--- config.mk ---
export PLATFORM = sky130hd
export DESIGN_NAME = comms_bus_arbiter
export DESIGN_NICKNAME = d
export VERILOG_FILES = /design/src/rtl/comms_bus_arbiter.sv
export SDC_FILE = /design/constraint.sdc
export NUM_CORES = 1
export LEC_CHECK = 0
export ABC_AREA = 1
export BUFFER_PORTS_ARGS = -buffer_cell sky130_fd_sc_hd__buf_2
export CELL_PAD_IN_SITES_DETAIL_PLACEMENT = 1
export CELL_PAD_IN_SITES_GLOBAL_PLACEMENT = 1
export CORE_UTILIZATION = 31
export DETAILED_ROUTE_END_ITERATION = 10
export PLACE_DENSITY = 0.85
export RECOVER_POWER = 25
export SETUP_SLACK_MARGIN = 0.15
export SYNTH_ARGS = -nofsm -noshare
export SYNTH_HDL_FRONTEND = slang
export SYNTH_SLANG_ARGS = --single-unit
--- constraint.sdc ---
create_clock -name clk -period 1.6 [get_ports clk]
set_input_delay 0.32 -clock clk [delete_from_list [all_inputs] [get_ports clk]]
set_output_delay 0.32 -clock clk [all_outputs]
set_load 0.1 [all_outputs]
--- src/rtl/comms_bus_arbiter.sv ---
// -----------------------------------------------------------------------------
// comms_bus_arbiter
//
// Shares a single core bus between two requesters: the SPI instruction handler
// (requester 0) and the local sequencer (requester 1). The block serves one
// transaction at a time. Simultaneous requests are granted round-robin. Each
// granted transaction runs IDLE -> ISSUE -> (WAIT for reads) -> DONE.
//
// Parameters
//   READ_LATENCY      cycles from READ issue to valid core read data (1..15)
//
// Ports
//   clk               single clock, rising edge
//   rst_n             asynchronous active-low reset
//   req_i[1:0]        per-requester transaction request
//   instr0_i/instr1_i requested instruction code
//   addr0_i/addr1_i   requested core address
//   val0_i/val1_i     write value
//   ack_o[1:0]        one-cycle completion pulse to the served requester
//   rdata_o           read result, valid from the ack cycle of a READ onwards
//   busy_o            high whenever a transaction is in flight
//   bus_instruction_o shared core bus instruction (NOP outside ISSUE)
//   bus_address_o     shared core bus address
//   bus_value_o       shared core bus write value
//   bus_value_i       output value returned by the core interfaces
// -----------------------------------------------------------------------------
module comms_bus_arbiter #(
    parameter int READ_LATENCY = 2
) (
    input  logic        clk,
    input  logic        rst_n,
    input  logic [1:0]  req_i,
    input  logic [7:0]  instr0_i,
    input  logic [7:0]  instr1_i,
    input  logic [23:0] addr0_i,
    input  logic [23:0] addr1_i,
    input  logic [31:0] val0_i,
    input  logic [31:0] val1_i,
    output logic [1:0]  ack_o,
    output logic [31:0] rdata_o,
    output logic        busy_o,
    output logic [7:0]  bus_instruction_o,
    output logic [23:0] bus_address_o,
    output logic [31:0] bus_value_o,
    input  logic [31:0] bus_value_i
);

    localparam logic [7:0] INSTR_NOP  = 8'h00;
    localparam logic [7:0] INSTR_READ = 8'h01;
    localparam logic [3:0] LAT_M1     = 4'(READ_LATENCY - 1);

    typedef enum logic [1:0] {
        ST_IDLE  = 2'd0,
        ST_ISSUE = 2'd1,
        ST_WAIT  = 2'd2,
        ST_DONE  = 2'd3
    } state_t;

    state_t      r_state;
    state_t      w_next;

    logic        r_gnt;      // index of the requester owning the current transaction
    logic        r_last;     // index of the requester served most recently
    logic [7:0]  r_instr;
    logic [23:0] r_addr;
    logic [31:0] r_val;
    logic [31:0] r_rdata;
    logic [3:0]  r_cnt;

    logic        w_grant;
    logic        w_start;
    logic        w_is_read;

    // A lone request always wins; on a tie the requester not served last wins.
    always_comb begin
        w_grant = req_i[1];
        if (req_i == 2'b11) begin
            w_grant = ~r_last;
        end
    end

    assign w_start   = (r_state == ST_IDLE) && (req_i != 2'b00);
    assign w_is_read = (r_instr == INSTR_READ);

    always_ff @(posedge clk or negedge rst_n) begin
        if (!rst_n) begin
            r_state <= ST_IDLE;
        end else begin
            r_state <= w_next;
        end
    end

    always_comb begin
        w_next            = r_state;
        ack_o             = 2'b00;
        busy_o            = 1'b1;
        bus_instruction_o = INSTR_NOP;
        case (r_state)
            ST_IDLE: begin
                busy_o = 1'b0;
                if (req_i != 2'b00) begin
                    w_next = ST_ISSUE;
                end
            end
            ST_ISSUE: begin
                bus_instruction_o = r_instr;
                w_next            = w_is_read ? ST_WAIT : ST_DONE;
            end
            ST_WAIT: begin
                if (r_cnt == 4'd0) begin
                    w_next = ST_DONE;
                end
            end
            ST_DONE: begin
                ack_o  = r_gnt ? 2'b10 : 2'b01;
                w_next = ST_IDLE;
            end
        endcase
    end

    // Request fields are captured only at grant, so requesters may change
    // their inputs freely while the transaction is in flight.
    always_ff @(posedge clk or negedge rst_n) begin
        if (!rst_n) begin
            r_gnt   <= 1'b0;
            r_last  <= 1'b1;
            r_instr <= 8'h00;
            r_addr  <= 24'h000000;
            r_val   <= 32'h00000000;
            r_rdata <= 32'h00000000;
            r_cnt   <= 4'd0;
        end else begin
            if (w_start) begin
                r_gnt   <= w_grant;
                r_instr <= w_grant ? instr1_i : instr0_i;
                r_addr  <= w_grant ? addr1_i  : addr0_i;
                r_val   <= w_grant ? val1_i   : val0_i;
            end
            // The counter runs READ_LATENCY-1 down to 0, one step per WAIT cycle;
            // the core data is valid on the cycle the count reaches 0.
            if (r_state == ST_ISSUE && w_is_read) begin
                r_cnt <= LAT_M1;
            end else if (r_state == ST_WAIT) begin
                if (r_cnt == 4'd0) begin
                    r_rdata <= bus_value_i;
                end else begin
                    r_cnt <= r_cnt - 4'd1;
                end
            end
            if (r_state == ST_DONE) begin
                r_last <= r_gnt;
            end
        end
    end

    assign bus_address_o = r_addr;
    assign bus_value_o   = r_val;
    assign rdata_o       = r_rdata;

endmodule

==> metrics.yaml <==
outcome:
  status: "finished, violations left"
  violations: "negative setup slack"
drt:
  routed-wl-met2_um: 11200
  met3RoutedLength_um: 1240
  drt_iter0_drc: 189
  wl_per_cell_um: 19.8
  drc: 0
  highest_layer: "met4"
  drt.antenna.violating_nets: 0
  num_vias: 5406
  routed_wirelength_um: 21000
  drt-pass1-iter-count: 4
  wirelength_met1_um: 7780
  viasPerCell: 5.10
place:
  dp_slack_ns: 0.0100
  postPlaceCellArea_um2: 6560
  routabilityCongestion: 0.761
  port_buffers: 262
  dp_hpwl_um: 11900
floorplanning:
  die_w_um: 126
  coreArea_um2: 14800
  start_util_pct: 32.2
  die_h_um: 126
  ios: 263
  dieArea_um2: 15800
  rows: 44
layout:
  syn2layout_area_growth_pct: 73.4
  fill_cells: 1731
  nets: 1040
  multi_input_area_um2: 2250
  antenna_cells: 0
  layout-drive-gt1-share_pct: 49.7
  seqCellArea_um2: 2610
  design_area_um2: 8230
critical_path:
  critPathMaxFanout: 5
  crit_start: "r_state[0]"
  crit_required_ns: 1.28
  r2r-start: "r_state[1]"
  worst-path-buf-inv: 3
  critPathMostFrequentCell: "buf_12"
  cpLargestDelayFamily: "flip-flops"
  start_kind: "flop"
  max_stage_delay_ns: 0.44
  slowest_stage: "dfrtp_2"
  worstPathCellList: "ha_4 > buf_12 > nand2_4 > clkinvlp_4 > buf_12"
  worst-setup-path-type: "reg -> out"
  regToRegSetupSlack_ns: -0.13
  worst-endpoint-arrival_ns: 1.50
  cp-end-kind: "output pin"
synthesis:
  ys_ff_latch: 104
  syn-cell-area_um2: 4750
  async_flop_share_pct: 100
  synthesis.nets: 746
  yosys-top-cells-count: "nand2_1 (155), dfrtp_1 (103), nor2_1 (72)"
  synthFlopType: "dfrtp_1"
  synth_edf_count: 0
  synth.area.top_cells: "dfrtp_1 (54%), nand2_1 (12%), o21ai_0 (7.2%)"
  yosysSeqAreaShare_pct: 54.9
  synth_largest_area_cell: "dfrtp_1"
  post_synth_num_cell_types: 23
  synthCells: 577
  yosysWarnings: 0
  synth_area_per_cell_um2: 8.22
  yosysMostFrequentCell: "nand2_1"
  yosysTopAreaCellShare_pct: 54.3
timing:
  setup_viol: 101
  worst_slack_ns: -0.217
  hold_viol: 0
  timing.fmax_mhz: 550
  fin_crit_ns: 1.82
  rsz0062_at_grt: "true"
  worst_pin_slew_ns: 1.03
  slew_violations: 0
  period_share_pct: 114
  fin_worst_skew_ns: 0.0155
  relSlewSlack_pct: 31.2
  timing.hold.ws_ns: 0.191
global_route:
  first_global_vias: 5701
  grt_max_degree: 47
  grt_overflow: 0
  grtUsageTotal_pct: 24.8
  grt_antenna_before_repair: 0
  grt_pass1_wl_um: 30300
clock_tree:
  clockBufferDepth: 2
  clk_pin_slew_ns: 0.08
  clk_latency_ns: 0.36
  cts_tree: "yes"
  clock-sinks: 104
  root_buffer: "clkbuf_16"
  htree_levels: 3
  cts_buffers: 9
min_path:
  hold_class: "in -> reg"
  min-delay-start: "bus_value_i[25]"
run:
  drv_cap: 0
-- sequential cells by signal (all words and copies together), names as in the netlist --
signal / count
r_cnt: 4
rdata_o: 32
r_last: 1
r_state: 2
r_gnt: 1
bus_address_o: 24
r_instr: 8
bus_value_o: 32
-- layout make-up --
cell class	instances	area share [%]
Timing Repair Buffer	317	32.1
Clock buffer	9	2.74
Clock inverter	7	1.32
Inverter	29	1.99
Tap cell	184	2.80
Multi-Input combinational cell	410	27.4
Sequential cell	104	31.7
-- through the flow --
step | util, % | TNS [ns] | std cells
4_1_cts | 53.3 | -3.07 | 1048
3_5_place_dp | 44.5 | 0 | 1002
2_1_floorplan | - | 0 | 577
3_3_place_gp | 44.5 | 0 | 1002
5_1_grt | 55.8 | -15.89 | 1060
6_report | 55.8 | -6.70 | 1060
-- cells by family after synthesis --
kind of cell	count (synthesis)	share of synthesized area, %
flip-flops	104	54.9
buffers and inverters	66	6.54
adder cells (fa/ha/maj)	5	1.32
AO/OA/AOI/OAI	134	14.4
AND/OR/NAND/NOR	268	22.9
-- cells in the final DEF, fill, tap and decap left out, types with 2 or more instances in the layout --
cell / netlist / routed
buf_2: 27 / 162
nand2_1: 155 / 106
dfrtp_1: 103 / 102
buf_4: 1 / 101
o21ai_1: 56 / 97
nor2_1: 72 / 69
nand2_2: 1 / 34
nand3_1: 35 / 28
buf_12: 0 / 26
o21ai_0: 68 / 20
nand2_4: 1 / 15
clkbuf_16: 0 / 15
clkinvlp_4: 0 / 10
buf_16: 0 / 9
inv_1: 25 / 8
inv_2: 4 / 8
o21ai_2: 0 / 7
nand3_2: 0 / 7
o22ai_1: 7 / 7
buf_6: 3 / 6
nand2_8: 0 / 5
buf_8: 0 / 5
ha_4: 0 / 4
nor2_4: 1 / 3
nor2_2: 2 / 3
inv_4: 0 / 2
bufinv_16: 0 / 2
inv_6: 0 / 2
inv_8: 0 / 2
-- per-layer routing --
metal	vias to the layer above	track usage, %
li1	2457	-
met1	2651	26.7
met2	238	46.4
met3	60	5.56
met4	0	11.0
met5	-	0
-- final timing paths --
check / endpoint / cells after the start
max: bus_instruction_o[6] / 5
min: rdata_o[25] / 3
max reg2reg: rdata_o[17] / 9
min reg2reg: bus_address_o[23] / 2
max in group asynchronous: bus_address_o[8] / 3
min in group asynchronous: r_cnt[2] / 2
-- tightest hold or removal path: cells and delay by family --
kind | cells | cell delay (ns)
buffers and inverters | 1 | 0.08
AND/OR/NAND/NOR | 2 | 0.12
-- what timing repair did --
action,in CTS,in global routing
gates resized for setup,200,62
endpoints found under the setup margin,165,114
gates cloned,11,7
endpoints found under the hold margin,11,0
pin swaps,29,42
hold buffers,1,0
buffers inserted,18,5
Power is not shown: default switching activity piles up to over one toggle a cycle in this logic, so the estimate is an artifact.
